==> config.mk <==
export PLATFORM = sky130hd
export DESIGN_NAME = fifo_credit_sender
export DESIGN_NICKNAME = d
export VERILOG_FILES = /design/src/rtl/fifo_credit_sender.sv
export SDC_FILE = /design/constraint.sdc
export NUM_CORES = 1
export LEC_CHECK = 0
export BUFFER_PORTS_ARGS = -buffer_cell sky130_fd_sc_hd__buf_2
export CAP_MARGIN = 20
export CORE_MARGIN = 3
export CORE_UTILIZATION = 40
export DETAILED_ROUTE_END_ITERATION = 16
export PLACE_DENSITY = 0.78
export SLEW_MARGIN = 0
export SYNTH_ARGS = -nofsm -noshare
export SYNTH_HDL_FRONTEND = slang
export SYNTH_SLANG_ARGS = --single-unit
==> constraint.sdc <==
create_clock -name clk -period 7.3 [get_ports clk]
set_clock_uncertainty 0.2 [all_clocks]
set_input_delay 1.825 -clock clk [delete_from_list [all_inputs] [get_ports clk]]
set_output_delay 1.825 -clock clk [all_outputs]
set_load 0.05 [all_outputs]
==> src/rtl/fifo_credit_sender.sv <==
// fifo_credit_sender
// Credit-based transmitter feeding a remote fifo over a link that has no
// back-pressure wire. Upstream uses valid/ready; downstream receives one
// registered tx_valid pulse per beat. A credit counter, preloaded with the
// remote fifo depth, stops the sender from ever overflowing the remote fifo.
// The receiver returns one credit for every entry it pops.

module fifo_credit_sender #(
    parameter int  CREDITS = 8,
    parameter type DATA_T  = logic [7:0],
    localparam int CNT_W   = $clog2(CREDITS + 1)
) (
    input  logic             clk,
    input  logic             reset,
    input  logic             s_valid,
    output logic             s_ready,
    input  DATA_T            s_data,
    output logic             tx_valid,
    output DATA_T            tx_data,
    input  logic             credit_return,
    output logic [CNT_W-1:0] credits_avail,
    output logic             drained,
    output logic             err_overflow
);

    // Counter value meaning "every remote entry is free"
    localparam logic [CNT_W-1:0] FULL = CNT_W'(CREDITS);
    localparam logic [CNT_W-1:0] ONE  = CNT_W'(1);

    logic [CNT_W-1:0] credits_q;
    logic [CNT_W-1:0] credits_d;
    logic             tx_valid_q;
    logic             tx_valid_d;
    DATA_T            tx_data_q;
    DATA_T            tx_data_d;
    logic             err_q;
    logic             err_d;
    logic             fire;

    // Ready depends only on the registered counter, so neither s_valid nor
    // credit_return can reach any output combinationally.
    assign s_ready       = (credits_q != '0);
    assign fire          = s_valid & s_ready;
    assign tx_valid      = tx_valid_q;
    assign tx_data       = tx_data_q;
    assign credits_avail = credits_q;
    assign drained       = (credits_q == FULL);
    assign err_overflow  = err_q;

    // Next-state: capture the payload on fire, and move the credit counter
    // by (returned - spent); a return with nothing outstanding is an error.
    always_comb begin
        credits_d  = credits_q;
        err_d      = err_q;
        tx_valid_d = fire;
        tx_data_d  = tx_data_q;

        if (fire) begin
            tx_data_d = s_data;
        end

        if (fire && !credit_return) begin
            // fire already implies credits_q >= 1, so this cannot underflow
            credits_d = credits_q - ONE;
        end else if (!fire && credit_return) begin
            if (credits_q == FULL) begin
                err_d = 1'b1;
            end else begin
                credits_d = credits_q + ONE;
            end
        end
    end

    // State registers; async reset discards any in-flight beat immediately.
    always_ff @(posedge clk or posedge reset) begin
        if (reset) begin
            credits_q  <= FULL;
            tx_valid_q <= 1'b0;
            tx_data_q  <= '0;
            err_q      <= 1'b0;
        end else begin
            credits_q  <= credits_d;
            tx_valid_q <= tx_valid_d;
            tx_data_q  <= tx_data_d;
            err_q      <= err_d;
        end
    end

    // The counter can never hold more credits than the remote fifo has entries.
    creditBound : assert property (@(posedge clk) disable iff (reset) credits_q <= FULL);

endmodule
**Word-level counts from Yosys, hierarchy flattened**

Index checks and enable logic that the tools add are counted.

- Flip-flop bits (word level): 14
- Input bits: 12
- Output and inout bits: 16
- Word-level logic and storage cells: 21

- $add $sub $neg: 2
- Equal/unequal tests: 2
- Multiplexer cells: 3
- Bitwise operators: 2
- Reduce and logical (&&, ||, !) cells: 8

Operators with widths:

| operator | number |
|---|---|
| two-way mux 4 bit | 3 |
| adder 4 x 1 -> 4 bit (second input constant) | 1 |
| equality test 4 bit (second input constant) | 1 |
| nonzero test 4 bit | 1 |
| subtractor 4 x 1 -> 4 bit (second input constant) | 1 |
| AND reduction 3 bit | 1 |
| logical AND 1 bit | 2 |
| zero test 1 bit | 2 |
| inequality test 2 x 1 -> 1 bit (second input constant) | 1 |
| AND reduction 2 bit | 1 |
| nonzero test 2 bit | 1 |
| AND 1 bit | 1 |
| inverter 1 bit | 1 |

**Longest topological paths before layout**

Gate-level depths: netlist of run 1.

- Depth after elaboration: 6
- Gate-level depth with buffers: 9
- Depth with buffers taken out: 9

**Least setup slack after synthesis of run 1**

Ideal clock, no wire load.

- Path type: reg-to-output
- Start point: register credits_q[3], in the netlist credits_avail[3]
- End point: output port drained
- Data arrival time: 2.482 ns
- Data required time: 5.275 ns
- Slack: 2.793 ns
- Cell stages (with the launch flop): 2
- Path buffers: 0
- Cell sequence: dfstp_2 nor4b_1

- Cells in the longest elaborated chain, start to end: 1

Ends and longest elaborated chain:

| item | line | source |
|---|---|---|
| start, declared | 30 | `logic [CNT_W-1:0] credits_q;` |
| start signal, assigned | 82 | `credits_q <= credits_d;` |
| equality test 4 bit | 47 | `assign drained = (credits_q == FULL);` |
| end, declared | 22 | `output logic drained,` |

No other way between the ends.

**Final worst setup path of run 1**

- Start point: register credits_q[1], in the netlist credits_avail[1]
- End point: output port s_ready

- Cells in the longest elaborated chain, start to end: 1

Ends and longest elaborated chain:

| item | line | source |
|---|---|---|
| nonzero test 4 bit | 42 | `assign s_ready = (credits_q != '0);` |
| end, declared | 16 | `output logic s_ready,` |

No other way between the ends.

==> impl_metrics.env, run 1 <==
export IMPL_drtAntennaViolNets=0
export IMPL_status="completed"
export IMPL_crit_chain="or4_4 > buf_2"
export IMPL_fmax_ghz=0.279
export IMPL_wl_per_cell_um=13.3
export IMPL_yosysMostFrequentCell="dfrtp_1"
export IMPL_period_share_pct=49.2
export IMPL_max_slew_margin_pct=65.3
export IMPL_gp_congestion=0.778
export IMPL_overflow=0
export IMPL_tns_ns=0
export IMPL_dieArea_sq_um=2290
export IMPL_firstDrtPassIters=4
export IMPL_p_leak_nw=0.479
export IMPL_clockRootBuffer="clkbuf_4"
export IMPL_hold_viol=0
export IMPL_cts_clk_slew_worst_paths_ns=0.08
export IMPL_numClockSinks=14
export IMPL_grt_max_degree=15
export IMPL_nNetsFinal=101
export IMPL_synthArstFlopShare_pct=100
export IMPL_endpoint="s_ready"
export IMPL_antenna_diode_count=0
export IMPL_synth_common_cells="dfrtp_1, mux2_4, inv_1"
export IMPL_synth_distinct_cells=20
export IMPL_vias_per_cell=4.99
export IMPL_num_vias=494
export IMPL_synthAdderAreaFrac_pct=10.0
export IMPL_place_inst=95
export IMPL_syn_avg_cell_area_sq_um=13.5
export IMPL_clk_latency_ns=0.26
export IMPL_core_area_sq_um=1580
export IMPL_drc=0
export IMPL_power_total_w=0.000447
export IMPL_synth_top_family_by_area="multiplexers"
export IMPL_grt_pass1_wl_um=1900
export IMPL_cts_tree="done"
export IMPL_crit_required_ns=5.28
export IMPL_numCtsBuffers=3
export IMPL_drive_above_1_share_pct=50.6
export IMPL_rsz0062_at_grt="no"
export IMPL_crit_path_top_delay_cell="or4_4"
export IMPL_seq_area_frac_synth_pct=50.3
export IMPL_antenna_found_initial=0
export IMPL_yosysTopAreaCell="dfrtp_1"
export IMPL_synth_edf_count=0
export IMPL_syn_inst=52
export IMPL_irDropWorstVdd_mv=0.270
export IMPL_powerDensity_nw_per_um2=507
export IMPL_synth_nets=69
export IMPL_critPathMaxStageDelay_ns=0.61
export IMPL_area_delta_synth_final_pct=25.9
export IMPL_finalCriticalPeriod_ns=3.59
export IMPL_holdWs_ns=0.272
export IMPL_synth_xor_area_share_pct=2.50
export IMPL_htreeDepth=1
export IMPL_drt_wl_total_um=1310
export IMPL_synth_area_mux_share_pct=18.6
export IMPL_ys_warn_count=0
export IMPL_report_final_slew_viol_count=0
export IMPL_cts_setup_buffers=0
export IMPL_crit_start="credits_avail[1]$_DFFE_PP0P_"
export IMPL_cts_buffer_depth=2
export IMPL_tightest_slew_ns=0.520
export IMPL_min_path_type="reg -> reg"
export IMPL_ys_flop_type="dfrtp_1"
export IMPL_track_usage_pct=12.0
export IMPL_r2r_end="credits_avail[3]$_DFFE_PP1P_"
export IMPL_ctsHoldBuffers=0
export IMPL_cts_resized=0
export IMPL_io_pins=28
export IMPL_yosys_area_share_simple_pct=10.4
export IMPL_ys_ff_latch=14
export IMPL_grt_pass1_vias=442
export IMPL_filler_cell_count=141
export IMPL_die_w_um=47.8
export IMPL_crit_fanout=6
export IMPL_portBuffers=27
export IMPL_arrival_ns=1.56
export IMPL_setup_viol=0
export IMPL_drtIter0Drc=6
export IMPL_critPathLaunchType="register"
export IMPL_r2r_slack_ns=4.52
export IMPL_critPathCaptureType="primary output"
export IMPL_layoutNonFillerInstCount=99
export IMPL_dp_hpwl_um=1020
export IMPL_yosys_top_cells_area="dfrtp_1, mux2_4, ha_1"
export IMPL_final_util_pct=55.9
export IMPL_crit_type="reg -> out"
export IMPL_synth_top_cell_area_share_pct=46.5
export IMPL_synth_compound_area_share_pct=5.01
export IMPL_r2r_cells=9
export IMPL_drv_cap=0
export IMPL_rows=14
export IMPL_syn_area_sq_um=699
export IMPL_reg2reg_from="credits_avail[1]$_DFFE_PP0P_"
export IMPL_die_h_um=47.8
export IMPL_start_util_pct=44.4
-- through the flow --
stage | area, sq um | worst slack [ns]
5_1_grt | 881 | 3.58
3_3_place_gp | 855 | 3.68
6_report | 881 | 3.71
4_1_cts | 881 | 3.69
2_1_floorplan | 699 | 2.79
3_5_place_dp | 855 | 3.62
-- worst min-delay path by stage --
stage | slack [ns] | start | to | depth (start not counted)
after CTS | 0.27 | err_overflow$_DFFE_PP0P_ | err_overflow$_DFFE_PP0P_ | 1
after global routing | 0.32 | err_overflow$_DFFE_PP0P_ | err_overflow$_DFFE_PP0P_ | 1
after global placement | 0.26 | err_overflow$_DFFE_PP0P_ | err_overflow$_DFFE_PP0P_ | 1
after floorplan | 0.41 | credits_avail[3]$_DFFE_PP1P_ | credits_avail[3]$_DFFE_PP1P_ | 1
final | 0.27 | err_overflow$_DFFE_PP0P_ | err_overflow$_DFFE_PP0P_ | 1
after detailed placement | 0.24 | err_overflow$_DFFE_PP0P_ | err_overflow$_DFFE_PP0P_ | 1
-- kinds of logic (layout without fill, tap and decap cells) --
family,Yosys count,after routing
simple gates,10,10
compound gates,6,6
buf+inv,6,37
flops,14,14
xor+xnor,2,2
fa+ha+maj,5,5
mux,9,9
-- sequential cells by signal, summed over array words and instances (netlist names) --
name and count:
err_overflow 1, tx_data 8, credits_avail 4, tx_valid 1
-- worst max-delay path: cells and delay by family (launching register included) --
family / cells / cell delay [ns]
buf+inv: 1 / 0.24
flops: 1 / 0.45
simple gates: 1 / 0.61
-- layer usage --
metal	track usage [%]	part of all wire (%)	up-vias
li1	-	-	239
met1	15.3	46	238
met2	20.1	49	17
met3	3.38	5.4	0
met4	3.23	0	0
met5	0	0	-
-- power by group --
group / leakage (nW) / switching (W) / total, W / internal, W
clock: 0.0150 / 0.0000222 / 0.0000433 / 0.0000211
combinational: 0.300 / 0.000183 / 0.000266 / 0.0000829
sequential: 0.163 / 0.0000270 / 0.000137 / 0.000110
total: 0.479 / 0.000232 / 0.000447 / 0.000214
-- area by class of cell --
type	instances	area [sq um]	share of cell area (%)
multi-input combinational	32	325	36.9
tap	16	20.0	2.27
inverter	6	22.5	2.56
clock buffer	4	26.3	2.98
sequential	14	352	39.9
timing repair buffer	27	135	15.3
-- cell usage in the layout (no fill, tap or decap) --
cell and instances:
a21oi_1 1, and2_1 1, nor4b_1 1, xnor2_1 1, mux2_4 8, nor2_1 1
dfstp_2 1, o21ai_0 3, ha_1 4, nand2_1 3, a21o_1 2, clkbuf_1 1
or2_2 1, mux2i_1 1, nand2_8 1, nor3_1 1, fa_1 1, clkbuf_4 3
xor2_1 1, dfrtp_1 13, buf_2 27, or4_4 1, inv_1 6
No activity file was read; power rests on OpenSTA's default activity.
==> inputs of run 2 (changes only) <==
--- a/config.mk
+++ b/config.mk
@@ -5,12 +5,13 @@
 export SDC_FILE = /design/constraint.sdc
 export NUM_CORES = 1
 export LEC_CHECK = 0
+export ABC_AREA = 1
 export BUFFER_PORTS_ARGS = -buffer_cell sky130_fd_sc_hd__buf_2
 export CAP_MARGIN = 20
 export CORE_MARGIN = 3
 export CORE_UTILIZATION = 40
 export DETAILED_ROUTE_END_ITERATION = 16
-export PLACE_DENSITY = 0.78
+export PLACE_DENSITY = 0.8
 export SLEW_MARGIN = 0
 export SYNTH_ARGS = -nofsm -noshare
 export SYNTH_HDL_FRONTEND = slang
==> constraint.sdc (replaced) <==
create_clock -name clk -period 3.2 [get_ports clk]
set_clock_uncertainty 0.2 [all_clocks]
set_input_delay 0.8 -clock clk [delete_from_list [all_inputs] [get_ports clk]]
set_output_delay 0.8 -clock clk [all_outputs]
set_load 0.05 [all_outputs]
==> impl_metrics.env, run 2 <==
export IMPL_status="completed"
export IMPL_vias_per_cell=4.51
export IMPL_synthArstFlopShare_pct=100
export IMPL_arrival_ns=1.36
export IMPL_finalCriticalPeriod_ns=2.36
export IMPL_drtAntennaViolNets=0
export IMPL_drtIter0Drc=12
export IMPL_r2r_cells=12
export IMPL_ys_ff_latch=14
export IMPL_synth_top_family_by_area="simple AND/OR/NAND/NOR gates"
export IMPL_ctsHoldBuffers=0
export IMPL_synth_edf_count=0
export IMPL_final_util_pct=57.7
export IMPL_antenna_found_initial=0
export IMPL_antenna_diode_count=0
export IMPL_numCtsBuffers=3
export IMPL_grt_pass1_vias=627
export IMPL_yosys_area_share_simple_pct=31.4
export IMPL_syn_inst=83
export IMPL_overflow=0
export IMPL_wl_per_cell_um=10.6
export IMPL_num_vias=622
export IMPL_hold_depth=1
export IMPL_nNetsFinal=132
export IMPL_htreeDepth=1
export IMPL_dieArea_sq_um=2370
export IMPL_synth_compound_area_share_pct=4.98
export IMPL_yosys_top_cells_area="dfrtp_1, nand2_1, ha_1"
export IMPL_drive_above_1_share_pct=36.8
export IMPL_critPathLaunchType="register"
export IMPL_powerDensity_nw_per_um2=1210
export IMPL_layout_common_cells="nand2_1, buf_2, dfrtp_1, inv_1, ha_1"
export IMPL_clockRootBuffer="clkbuf_4"
export IMPL_r2r_slack_ns=0.90
export IMPL_report_final_slew_viol_count=0
export IMPL_crit_fanout=5
export IMPL_firstDrtPassIters=5
export IMPL_track_usage_pct=14.0
export IMPL_numClockSinks=14
export IMPL_syn_area_sq_um=728
export IMPL_irDropWorstVdd_mv=0.604
export IMPL_die_h_um=48.7
export IMPL_seq_area_frac_synth_pct=48.3
export IMPL_synthAdderAreaFrac_pct=9.62
export IMPL_ys_flop_type="dfrtp_1"
export IMPL_min_path_type="reg -> reg"
export IMPL_period_share_pct=73.6
export IMPL_critPathCaptureType="primary output"
export IMPL_drv_cap=0
export IMPL_syn_avg_cell_area_sq_um=8.77
export IMPL_max_slew_margin_pct=64.2
export IMPL_io_pins=28
export IMPL_synth_top_cell_area_share_pct=44.7
export IMPL_design_area_sq_um=930
export IMPL_tightest_slew_ns=0.537
export IMPL_synth_distinct_cells=21
export IMPL_crit_required_ns=2.20
export IMPL_p_leak_nw=0.533
export IMPL_crit_type="reg -> out"
export IMPL_cts_setup_buffers=0
export IMPL_hold_viol=0
export IMPL_hold_path_end="err_overflow$_DFFE_PP0P_"
export IMPL_final_common_cell="nand2_1"
export IMPL_cts_clk_slew_worst_paths_ns=0.09
export IMPL_ys_warn_count=0
export IMPL_synth_area_mux_share_pct=0
export IMPL_dp_hpwl_um=1230
export IMPL_clk_latency_ns=0.28
export IMPL_drc=0
export IMPL_cts_tree="done"
export IMPL_rows=14
export IMPL_area_delta_synth_final_pct=27.7
export IMPL_cts_buffer_depth=2
export IMPL_synth_nets=100
export IMPL_portBuffers=27
export IMPL_core_area_sq_um=1610
export IMPL_hold_start="err_overflow$_DFFE_PP0P_"
export IMPL_reg2reg_from="credits_avail[1]$_DFFE_PP0P_"
export IMPL_yosysMostFrequentCell="nand2_1"
export IMPL_gp_congestion=0.843
export IMPL_grt_pass1_wl_um=2530
export IMPL_dpl_cell_area_sq_um=893
export IMPL_cts_resized=0
export IMPL_rsz0062_at_grt="no"
export IMPL_start_util_pct=45.2
export IMPL_tns_ns=0
export IMPL_fmax_ghz=0.424
export IMPL_synth_common_cells="nand2_1, dfrtp_1, inv_1"
export IMPL_r2r_end="credits_avail[3]$_DFFE_PP1P_"
export IMPL_drt_wl_total_um=1470
export IMPL_largest_reg_flops=8
export IMPL_setup_viol=0
export IMPL_synth_xor_area_share_pct=1.20
export IMPL_power_total_w=0.00113
export IMPL_yosysTopAreaCell="dfrtp_1"
export IMPL_die_w_um=48.7
export IMPL_grt_max_degree=15
run 2: cell count changes after synthesis, sizes merged, moves of 2 or more:
| cell | before | now |
|---|---|---|
| nand3 | 0 | 2 |
| nor2 | 1 | 5 |
| mux2 | 8 | 0 |
| inv | 6 | 8 |
| nand2 | 4 | 43 |
run 2: kinds of logic after synthesis:
family | Yosys count
buffers and inverters | 8
adder cells (fa/ha/maj) | 5
AND/OR/NAND/NOR | 51
XOR/XNOR | 1
flip-flops | 14
AO/OA/AOI/OAI | 4
run 2: how the worst max path moves through the flow:
stage,startpoint,end,slack (ns),depth (start not counted)
2_1_floorplan,credits_avail[1]$_DFFE_PP0P_,drained,0.62,3
3_3_place_gp,s_valid,credits_avail[3]$_DFFE_PP1P_,0.78,11
3_5_place_dp,s_valid,credits_avail[3]$_DFFE_PP1P_,0.69,11
4_1_cts,credits_avail[1]$_DFFE_PP0P_,drained,0.81,4
5_1_grt,credits_avail[1]$_DFFE_PP0P_,drained,0.74,4
6_report,credits_avail[1]$_DFFE_PP0P_,drained,0.84,4
run 2: area by class of cell:
| type | instances | area, sq um |
|---|---|---|
| Inverter | 8 | 32.5 |
| Sequential cell | 14 | 352 |
| Fill cell | 168 | 682 |
| Multi-Input combinational cell | 61 | 344 |
| Tap cell | 24 | 30.0 |
| Timing Repair Buffer | 27 | 135 |
| Clock buffer | 4 | 36.3 |
run 2: layer usage:
| layer | global-route usage, % | share of wire (%) | vias up |
|---|---|---|---|
| met5 | 0 | 0 | - |
| met1 | 15.8 | 44 | 277 |
| met3 | 4.29 | 7.0 | 4 |
| met2 | 22.9 | 48 | 26 |
| li1 | - | - | 315 |
| met4 | 8.53 | 0.88 | 0 |
run 2: power by group:
part	total, W	switching [W]	internal (W)	leakage, nW
registers	0.000316	0.0000620	0.000255	0.168
clock network	0.000127	0.0000582	0.0000692	0.0210
logic	0.000683	0.000508	0.000175	0.345
total	0.00113	0.000628	0.000498	0.533
run 2: stage by stage:
step                      hold slack (ns)  instances  setup WS (ns)
after floorplan                     0.396         83          0.622
after global placement              0.241        134          0.781
after detailed placement            0.247        134          0.686
after CTS                           0.267        138          0.807
after global routing                0.289        138          0.738
final                               0.263        138          0.843
run 2: worst max-delay path, cell delays in order, from the launching register on:
cell and delay, ns:
dfrtp_1 0.45, nor2_4 0.17, nand2_2 0.10, nor2_1 0.09, buf_2 0.26
